`src/rtl/snake_input_ctrl.sv`:
```
// snake_input_ctrl: conditions the five board push-buttons and produces a
// validated, acknowledge-held direction command plus a BtnC start pulse.
// Each raw button passes through a 2-FF synchronizer, a hold-time debouncer
// and a rising-edge detector.
// Build option: define SNAKE_INPUT_QUEUE_EN to hold pending directions in a
// 2-entry FIFO instead of a single overwrite register.
module snake_input_ctrl #(
  parameter int unsigned DEBOUNCE_CYCLES = 1000000,
  parameter int unsigned CNT_W           = 20,
  parameter logic [1:0]  RESET_DIR       = 2'b11
) (
  input  logic       board_clk,
  input  logic       reset,
  input  logic       btn_u,
  input  logic       btn_d,
  input  logic       btn_l,
  input  logic       btn_r,
  input  logic       btn_c,
  input  logic       dir_ack,
  output logic [1:0] dir,
  output logic       dir_valid,
  output logic       ack_pulse,
  output logic [4:0] btn_level
);

  localparam int unsigned NBTN  = 5;
  localparam int unsigned DIR_W = 2;

  // Bit positions inside the {u,d,l,r,c} button vectors
  localparam int unsigned BTN_U = 4;
  localparam int unsigned BTN_D = 3;
  localparam int unsigned BTN_L = 2;
  localparam int unsigned BTN_R = 1;
  localparam int unsigned BTN_C = 0;

  localparam logic [DIR_W-1:0] DIR_UP    = 2'b00;
  localparam logic [DIR_W-1:0] DIR_DOWN  = 2'b01;
  localparam logic [DIR_W-1:0] DIR_LEFT  = 2'b10;
  localparam logic [DIR_W-1:0] DIR_RIGHT = 2'b11;

  localparam logic [CNT_W-1:0] CNT_LAST = CNT_W'(DEBOUNCE_CYCLES - 1);

  logic [NBTN-1:0]  btn_raw;
  logic [NBTN-1:0]  sync1_q;
  logic [NBTN-1:0]  sync2_q;
  logic [NBTN-1:0]  stable_q;
  logic [NBTN-1:0]  stable_d;
  logic [NBTN-1:0]  stable_dly_q;
  logic [NBTN-1:0]  rise_c;
  logic [CNT_W-1:0] cnt_q [NBTN];
  logic [CNT_W-1:0] cnt_d [NBTN];

  logic             cand_vld_c;
  logic [DIR_W-1:0] cand_c;
  logic [DIR_W-1:0] ref_dir_c;
  logic [DIR_W-1:0] opp_dir_c;
  logic             accept_c;

  logic [DIR_W-1:0] comm_q;
  logic [DIR_W-1:0] comm_d;
  logic [DIR_W-1:0] dir_q;
  logic [DIR_W-1:0] dir_d;
  logic             valid_q;
  logic             valid_d;
  logic             ack_pulse_q;

  assign btn_raw = {btn_u, btn_d, btn_l, btn_r, btn_c};

  // Two-stage synchronizer into the board_clk domain
  always_ff @(posedge board_clk or posedge reset) begin
    if (reset) begin
      sync1_q <= '0;
      sync2_q <= '0;
    end else begin
      sync1_q <= btn_raw;
      sync2_q <= sync1_q;
    end
  end

  // Debounce: a new synced level must persist DEBOUNCE_CYCLES cycles to be accepted
  always_comb begin
    stable_d = stable_q;
    for (int i = 0; i < int'(NBTN); i++) begin
      cnt_d[i] = '0;
      if (sync2_q[i] != stable_q[i]) begin
        if (cnt_q[i] == CNT_LAST) begin
          stable_d[i] = sync2_q[i];
        end else begin
          cnt_d[i] = cnt_q[i] + CNT_W'(1);
        end
      end
    end
  end

  // Debounce state; reset discards any partial count
  always_ff @(posedge board_clk or posedge reset) begin
    if (reset) begin
      stable_q     <= '0;
      stable_dly_q <= '0;
      for (int i = 0; i < int'(NBTN); i++) begin
        cnt_q[i] <= '0;
      end
    end else begin
      stable_q     <= stable_d;
      stable_dly_q <= stable_q;
      for (int i = 0; i < int'(NBTN); i++) begin
        cnt_q[i] <= cnt_d[i];
      end
    end
  end

  // Press = debounced rising edge; consumed on the next clock edge by both outputs
  assign rise_c = stable_q & ~stable_dly_q;

  // Candidate direction from this cycle's presses, priority U > D > L > R
  always_comb begin
    cand_vld_c = |rise_c[BTN_U:BTN_R];
    cand_c     = DIR_RIGHT;
    if (rise_c[BTN_U]) begin
      cand_c = DIR_UP;
    end else if (rise_c[BTN_D]) begin
      cand_c = DIR_DOWN;
    end else if (rise_c[BTN_L]) begin
      cand_c = DIR_LEFT;
    end
  end

  // Reject repeats and 180-degree reversals of the reference direction;
  // opposites differ only in bit 0 with this encoding
  always_comb begin
    opp_dir_c = {ref_dir_c[1], ~ref_dir_c[0]};
    accept_c  = cand_vld_c && (cand_c != ref_dir_c) && (cand_c != opp_dir_c);
  end

`ifdef SNAKE_INPUT_QUEUE_EN

  logic [DIR_W-1:0] fifo_q [2];
  logic [DIR_W-1:0] fifo_d [2];
  logic [1:0]       count_q;
  logic [1:0]       count_d;
  logic             pop_c;

  // Reference is the newest queued entry, falling back to the committed direction
  always_comb begin
    ref_dir_c = comm_q;
    if (count_q == 2'd2) begin
      ref_dir_c = fifo_q[1];
    end else if (count_q == 2'd1) begin
      ref_dir_c = fifo_q[0];
    end
  end

  // Pop into committed first so a full queue can accept a push on the same cycle
  always_comb begin
    fifo_d  = fifo_q;
    count_d = count_q;
    comm_d  = comm_q;
    pop_c   = dir_ack && (count_q != 2'd0);
    if (pop_c) begin
      comm_d    = fifo_q[0];
      fifo_d[0] = fifo_q[1];
      count_d   = count_q - 2'd1;
    end
    if (accept_c && (count_d != 2'd2)) begin
      fifo_d[count_d[0]] = cand_c;
      count_d            = count_d + 2'd1;
    end
    valid_d = (count_d != 2'd0);
    dir_d   = valid_d ? fifo_d[0] : comm_d;
  end

  // Pending FIFO storage
  always_ff @(posedge board_clk or posedge reset) begin
    if (reset) begin
      fifo_q[0] <= RESET_DIR;
      fifo_q[1] <= RESET_DIR;
      count_q   <= 2'd0;
    end else begin
      fifo_q  <= fifo_d;
      count_q <= count_d;
    end
  end

`else

  logic [DIR_W-1:0] pend_q;
  logic [DIR_W-1:0] pend_d;
  logic             commit_c;

  // Reference is the pending command if one exists, else the committed direction
  always_comb begin
    ref_dir_c = valid_q ? pend_q : comm_q;
  end

  // Single pending slot: ack commits it, an accepted press overwrites it
  always_comb begin
    pend_d   = pend_q;
    comm_d   = comm_q;
    valid_d  = valid_q;
    commit_c = dir_ack && valid_q;
    if (commit_c) begin
      comm_d  = pend_q;
      valid_d = 1'b0;
    end
    if (accept_c) begin
      pend_d  = cand_c;
      valid_d = 1'b1;
    end
    dir_d = valid_d ? pend_d : comm_d;
  end

  // Pending register storage
  always_ff @(posedge board_clk or posedge reset) begin
    if (reset) begin
      pend_q <= RESET_DIR;
    end else begin
      pend_q <= pend_d;
    end
  end

`endif

  // Committed direction and registered outputs
  always_ff @(posedge board_clk or posedge reset) begin
    if (reset) begin
      comm_q      <= RESET_DIR;
      dir_q       <= RESET_DIR;
      valid_q     <= 1'b0;
      ack_pulse_q <= 1'b0;
    end else begin
      comm_q      <= comm_d;
      dir_q       <= dir_d;
      valid_q     <= valid_d;
      ack_pulse_q <= rise_c[BTN_C];
    end
  end

  assign dir       = dir_q;
  assign dir_valid = valid_q;
  assign ack_pulse = ack_pulse_q;
  assign btn_level = stable_q;

endmodule
```
`config.mk`:
```
export PLATFORM = sky130hd
export DESIGN_NAME = snake_input_ctrl
export DESIGN_NICKNAME = d
export VERILOG_FILES = /design/src/rtl/snake_input_ctrl.sv
export SDC_FILE = /design/constraint.sdc
export NUM_CORES = 1
export LEC_CHECK = 0
export ABC_AREA = 1
export CORE_ASPECT_RATIO = 1.75
export CORE_MARGIN = 2
export CORE_UTILIZATION = 35
export CTS_CLUSTER_SIZE = 25
export DETAILED_ROUTE_END_ITERATION = 8
export GPL_TIMING_DRIVEN = 0
export PLACE_DENSITY = 0.52
export REMOVE_ABC_BUFFERS = 1
export SLEW_MARGIN = 15
export SYNTH_ARGS = -nofsm -noshare
export SYNTH_HDL_FRONTEND = slang
export SYNTH_SLANG_ARGS = --single-unit
```
`constraint.sdc`:
```
create_clock -name board_clk -period 4.65 [get_ports board_clk]
set_clock_uncertainty 0.2 [all_clocks]
set_input_delay 1.1625 -clock board_clk [delete_from_list [all_inputs] [get_ports board_clk]]
set_output_delay 1.1625 -clock board_clk [all_outputs]
set_load 0.005 [all_outputs]
```
==> impl_metrics.env, run 1 <==
export IMPL_drt_vias_per_instance=4.55
export IMPL_first_iter_violations=204
export IMPL_min_period_ps=2820
export IMPL_fill_cells=1938
export IMPL_grt_overflow=0
export IMPL_globalplace_congestion=0.823
export IMPL_cts_root_buf="clkbuf_16"
export IMPL_antenna_found_initial=0
export IMPL_p_leak_nw=3.32
export IMPL_synth_top_cell_by_area="dfrtp_1"
export IMPL_fin_nets=869
export IMPL_cp_data_required_time_ps=3290
export IMPL_slew_headroom_pct=67.7
export IMPL_worst_slack_ps=1830
export IMPL_critPathArrivalTime_ps=1450
export IMPL_core_rowCount=66
export IMPL_slowest_delay_ps=530
export IMPL_seq_area_frac_synth_pct=48.0
export IMPL_cts_hold_buf=0
export IMPL_drive_above_1_share_pct=13.3
export IMPL_final_setup_viol_count=0
export IMPL_grt_pass1_wl_um=24400
export IMPL_max_freq_mhz=355
export IMPL_yosys_area_share_simple_pct=37.3
export IMPL_clock_power_share_pct=51.1
export IMPL_slew_violations=0
export IMPL_ant_nets=0
export IMPL_dpl_worst_slack_ps=2060
export IMPL_post_synth_cell_area_avg_um2=8.15
export IMPL_synth_top_family_by_area="simple AND/OR/NAND/NOR gates"
export IMPL_yosys_area_top_type_share_pct=45.7
export IMPL_status="finished clean"
export IMPL_grt_usage_pct=15.2
export IMPL_cp_num_buf_inv=1
export IMPL_rsz0062_at_grt="false"
export IMPL_grt_pass1_vias=5211
export IMPL_post_cts_buffers=0
export IMPL_ys_types=26
export IMPL_final_core_util_pct=41.4
export IMPL_synthAdderAreaFrac_pct=0.936
export IMPL_startpoint_type="flop"
export IMPL_chipHeight_um=187
export IMPL_io_pins=17
export IMPL_chipWidth_um=108
export IMPL_hold_ws_ps=147
export IMPL_synth_xor_area_share_pct=6.55
export IMPL_ys_seq_elements=128
export IMPL_cts_resized=0
export IMPL_crit_path_end_kind="output port"
export IMPL_cp_max_fo=1
export IMPL_syn2layout_area_growth_pct=15.5
export IMPL_routed_wl_um=13700
export IMPL_period_share_pct=60.5
export IMPL_cp_slowest_cell="dfstp_2"
export IMPL_synth_mux_area_share_pct=0
export IMPL_critical_path_class="flop to output port"
export IMPL_cp_top_family="flip-flops"
export IMPL_yosys_warnings=0
export IMPL_drc=0
export IMPL_intPower_mw=1.94
export IMPL_synth_cells=820
export IMPL_grt_max_degree=96
export IMPL_placedCellCount=1075
export IMPL_cts_tree="built"
export IMPL_seq_power_share_pct=45.8
export IMPL_antenna_cells=0
export IMPL_start_util_pct=35.8
export IMPL_ys_top_cells_by_area="dfrtp_1 (46%), nor2_1 (10%), nand2_1 (9.5%)"
export IMPL_dieArea_mm2=0.0203
export IMPL_tightest_slew_ps=485
export IMPL_first_pass_iters=4
export IMPL_p_sw_mw=0.546
export IMPL_hold_violations=0
export IMPL_cts_sinks=128
export IMPL_core_mm2=0.0187
export IMPL_fin_tns_setup_ps=0
export IMPL_powerDensity_mw_per_mm2=322
export IMPL_worstPathCellList="clkdlybuf4s50_1"
export IMPL_maxCapViolCount=0
export IMPL_wl_per_cell_um=12.4
export IMPL_clkSlewWorstSetupHoldPaths_ps=60
export IMPL_cts_made_buffers=17
export IMPL_switching_share_pct=21.9
export IMPL_hold_class="flop to flop"
export IMPL_p_comb_share_pct=3.0
export IMPL_ir_drop_mv=0.153
export IMPL_dp_hpwl_um=10000
export IMPL_synth_compound_area_share_pct=1.91
export IMPL_port_buffers=16
export IMPL_clock_path_buffers=2
export IMPL_htree_levels=4
export IMPL_syn_cell_area_mm2=0.00669
export IMPL_vias=5032
export IMPL_insertion_delay_ps=420
export IMPL_fin_cells=1105
## per-stage QoR
step	instance area, um^2	power (mW)
final	7720	2.49
after global routing	7720	2.59
after CTS	7720	2.53
after detailed placement	7180	1.24
after global placement	7140	1.24
after floorplan	6690	1.21
## sequential cells by signal, summed over array words and instances, names as in the netlist
name / cells
cnt_q: 100
btn_level: 5
stable_dly_q: 5
sync1_q: 5
sync2_q: 5
comm_q: 2
dir: 2
pend_q: 2
ack_pulse: 1
dir_valid: 1
## cells by family (layout without fill, tap and decap cells)
| logic type | after synthesis | after routing |
|---|---|---|
| AO/OA/AOI/OAI | 25 | 25 |
| XOR/XNOR | 50 | 50 |
| adder cells (fa/ha/maj) | 5 | 5 |
| buffers and inverters | 94 | 141 |
| flip-flops | 128 | 128 |
| AND/OR/NAND/NOR | 518 | 518 |
## cells in the mapped netlist, drive strengths merged
| library cell | n |
|---|---|
| nand3 | 58 |
| dfrtp | 122 |
| and2 | 1 |
| nand4 | 15 |
| a31oi | 2 |
| dfstp | 6 |
| nand2 | 192 |
| o21ai | 10 |
| nor3b | 6 |
| nand3b | 1 |
| inv | 94 |
| ha | 5 |
| xor2 | 36 |
| nor2 | 219 |
| a21oi | 13 |
| nor3 | 26 |
| xnor2 | 14 |
## power groups by stage
stage                     clock, mW  sequential, mW  combinational (mW)
after detailed placement          0            1.16              0.0798
after floorplan                   0            1.16              0.0517
after global routing           1.36            1.14              0.0895
after global placement            0            1.16              0.0755
final                          1.27            1.14              0.0759
after CTS                      1.31            1.14              0.0798
## layout make-up
| cell class | instances | area, um^2 | area share, % |
|---|---|---|---|
| repair buffers | 17 | 188 | 2.43 |
| multi-input cells | 598 | 3120 | 40.4 |
| clock inverters | 7 | 87.6 | 1.13 |
| clock buffers | 23 | 458 | 5.93 |
| inverters | 94 | 360 | 4.67 |
| well taps | 238 | 298 | 3.86 |
| flip-flops and latches | 128 | 3210 | 41.6 |
## path summary, 6_finish.rpt
check / slack, ps / start / cells past startpoint / end
max: 1830 / dir[1] / 1 / dir[1]
min: 150 / sync1_q[2] / 0 / sync2_q[2]
max reg2reg: 2850 / cnt_q[40] / 8 / cnt_q[57]
min reg2reg: 150 / sync1_q[2] / 0 / sync2_q[2]
max in group asynchronous: 2580 / reset / 3 / dir[1]
min in group asynchronous: 910 / reset / 2 / sync1_q[1]
## routing by layer
| layer | vias up | GRT usage [%] | wire [um] |
|---|---|---|---|
| met1 | 2324 | 16.8 | 5570 |
| li1 | 2626 | - | - |
| met5 | - | 0 | 0 |
| met3 | 24 | 3.55 | 300 |
| met4 | 0 | 6.85 | 342 |
| met2 | 58 | 27.1 | 7470 |
## layout by cell type, fill, tap and decap left out, drive strengths merged
| cell type | count |
|---|---|
| a21oi | 13 |
| a31oi | 2 |
| and2 | 1 |
| buf | 1 |
| bufinv | 2 |
| clkbuf | 23 |
| clkdlybuf4s50 | 16 |
| clkinv | 4 |
| clkinvlp | 1 |
| dfrtp | 122 |
| dfstp | 6 |
| ha | 5 |
| inv | 94 |
| nand2 | 192 |
| nand3 | 58 |
| nand3b | 1 |
| nand4 | 15 |
| nor2 | 219 |
| nor3 | 26 |
| nor3b | 6 |
| o21ai | 10 |
| xnor2 | 14 |
| xor2 | 36 |
(Power assumes the default switching activity.)
==> run 2, diff against run 1 <==
Settings changed: PLACE_DENSITY 0.52 to 0.5.
Clock period 4.65 ns to 2.7 ns, I/O delays scaled along.
==> run 2 against run 1 <==
Routed wire length grew 2.8%; combinational power up 73%; largest power group unchanged; non-clock buffer count is the same; highest routed layer unchanged.
==> impl_metrics.env, run 2 (same netlist as run 1, synthesis figures left out) <==
export IMPL_grt_pass1_vias=5247
export IMPL_port_buffers=16
export IMPL_core_rowCount=66
export IMPL_first_pass_iters=6
export IMPL_slowest_delay_ps=530
export IMPL_critical_path_class="flop to output port"
export IMPL_placedCellCount=1075
export IMPL_grt_max_degree=70
export IMPL_powerDensity_mw_per_mm2=581
export IMPL_hold_violations=0
export IMPL_top_register="cnt_q"
export IMPL_cts_sinks=128
export IMPL_grt_overflow=0
export IMPL_fill_cells=1957
export IMPL_tightest_slew_ps=494
export IMPL_grt_pass1_wl_um=24500
export IMPL_routed_wl_um=14100
export IMPL_dp_hpwl_um=10300
export IMPL_post_cts_buffers=0
export IMPL_hold_class="flop to flop"
export IMPL_critPathArrivalTime_ps=1430
export IMPL_start_util_pct=35.8
export IMPL_hold_ws_ps=147
export IMPL_slew_headroom_pct=67.1
export IMPL_min_period_ps=2300
export IMPL_ant_nets=0
export IMPL_status="finished clean"
export IMPL_cts_resized=0
export IMPL_chipWidth_um=108
export IMPL_io_pins=17
export IMPL_cts_made_buffers=17
export IMPL_syn2layout_area_growth_pct=16.8
export IMPL_wl_per_cell_um=12.7
export IMPL_regToRegSetupSlack_ps=900
export IMPL_max_freq_mhz=434
export IMPL_dpl_worst_slack_ps=578
export IMPL_core_mm2=0.0187
export IMPL_cp_data_required_time_ps=1820
export IMPL_drc=0
export IMPL_fin_nets=869
export IMPL_period_share_pct=85.3
export IMPL_layout_cells_most_common="nor2_1"
export IMPL_crit_path_end_kind="output port"
export IMPL_antenna_cells=0
export IMPL_drt_vias_per_instance=4.61
export IMPL_antenna_found_initial=0
export IMPL_p_leak_nw=3.36
export IMPL_cts_root_buf="clkbuf_16"
export IMPL_clock_path_buffers=2
export IMPL_largest_reg_flops=100
export IMPL_globalplace_congestion=0.831
export IMPL_multi_input_area_mm2=0.00312
export IMPL_dieArea_mm2=0.0203
export IMPL_worst_slack_ps=396
export IMPL_power_mw=4.54
export IMPL_fin_cells=1107
export IMPL_slew_violations=0
export IMPL_area_sequential_mm2=0.00321
export IMPL_cts_tree="built"
export IMPL_final_setup_viol_count=0
export IMPL_rsz0062_at_grt="false"
export IMPL_cp_max_fo=1
export IMPL_cp_num_buf_inv=1
export IMPL_chipHeight_um=187
export IMPL_insertion_delay_ps=410
export IMPL_layout_common_cells="nor2_1 (186), nand2_1 (170), dfrtp_1 (122), inv_1 (84), nand3_1 (47)"
export IMPL_vias=5101
export IMPL_maxCapViolCount=0
export IMPL_cts_hold_buf=0
export IMPL_grt_usage_pct=15.3
export IMPL_ir_drop_mv=0.389
export IMPL_first_iter_violations=209
export IMPL_clkSlewWorstSetupHoldPaths_ps=60
export IMPL_drive_above_1_share_pct=13.9
export IMPL_cp_slowest_cell="dfstp_2"
export IMPL_startpoint_type="flop"
export IMPL_htree_levels=4
export IMPL_cp_top_family="flip-flops"
export IMPL_worstPathCellList="clkdlybuf4s50_1"
run 2: cell types whose count changed in the layout (fill, tap and decap cells not counted), sizes merged:
cell,before,now
bufinv,2,4
clkinv,4,5
clkinvlp,1,2
clkbuf,23,21
run 2: final timing paths:
| check | startpoint | to | cells after the start |
|---|---|---|---|
| max in group asynchronous | reset | pend_q[0] | 3 |
| worst min register to register | sync1_q[0] | sync2_q[0] | 0 |
| worst max register to register | cnt_q[40] | cnt_q[56] | 8 |
| worst max-delay path | dir[0] | dir[0] | 1 |
| min in group asynchronous | reset | cnt_q[74] | 2 |
| worst min-delay path | sync1_q[0] | sync2_q[0] | 0 |
run 2: worst reg2reg max path, stage by stage, from the launching register on:
cell	delay, ps
dfrtp_1	370
ha_1	190
nand2_1	120
nor3_2	210
nand3_1	170
nand2_2	220
inv_2	100
nand2_1	70
nor2_1	40
run 2: area by class of cell:
class,instances,share of cell area (%)
Clock buffer,21,6.02
Clock inverter,11,2.05
Timing Repair Buffer,17,2.40
Multi-Input combinational cell,598,40.0
Tap cell,238,3.81
Sequential cell,128,41.1
Inverter,94,4.61
run 2: through the flow:
step / TNS, ps / util, % / instance area, um^2
3_3_place_gp: -466980 / 38.3 / 7140
5_1_grt: 0 / 41.8 / 7810
2_1_floorplan: -196440 / - / 6690
6_report: 0 / 41.8 / 7810
3_5_place_dp: 0 / 38.5 / 7180
4_1_cts: 0 / 41.8 / 7810
run 2: where the power goes:
| group | total (mW) | internal (mW) | switching (mW) | leakage, nW |
|---|---|---|---|---|
| Clock | 2.44 | 1.61 | 0.834 | 0.309 |
| Combinational | 0.131 | 0.0375 | 0.0930 | 1.32 |
| Sequential | 1.97 | 1.95 | 0.0202 | 1.73 |
| Total | 4.54 | 3.59 | 0.947 | 3.36 |
run 2: per-layer routing:
metal  global-route usage, %  wire length, um  vias to the layer above
li1                        -                -                     2627
met1                    16.6             5590                     2395
met2                    27.8             7820                       58
met4                    6.21              298                        0
met5                       0                0                        -
met3                    3.73              351                       21
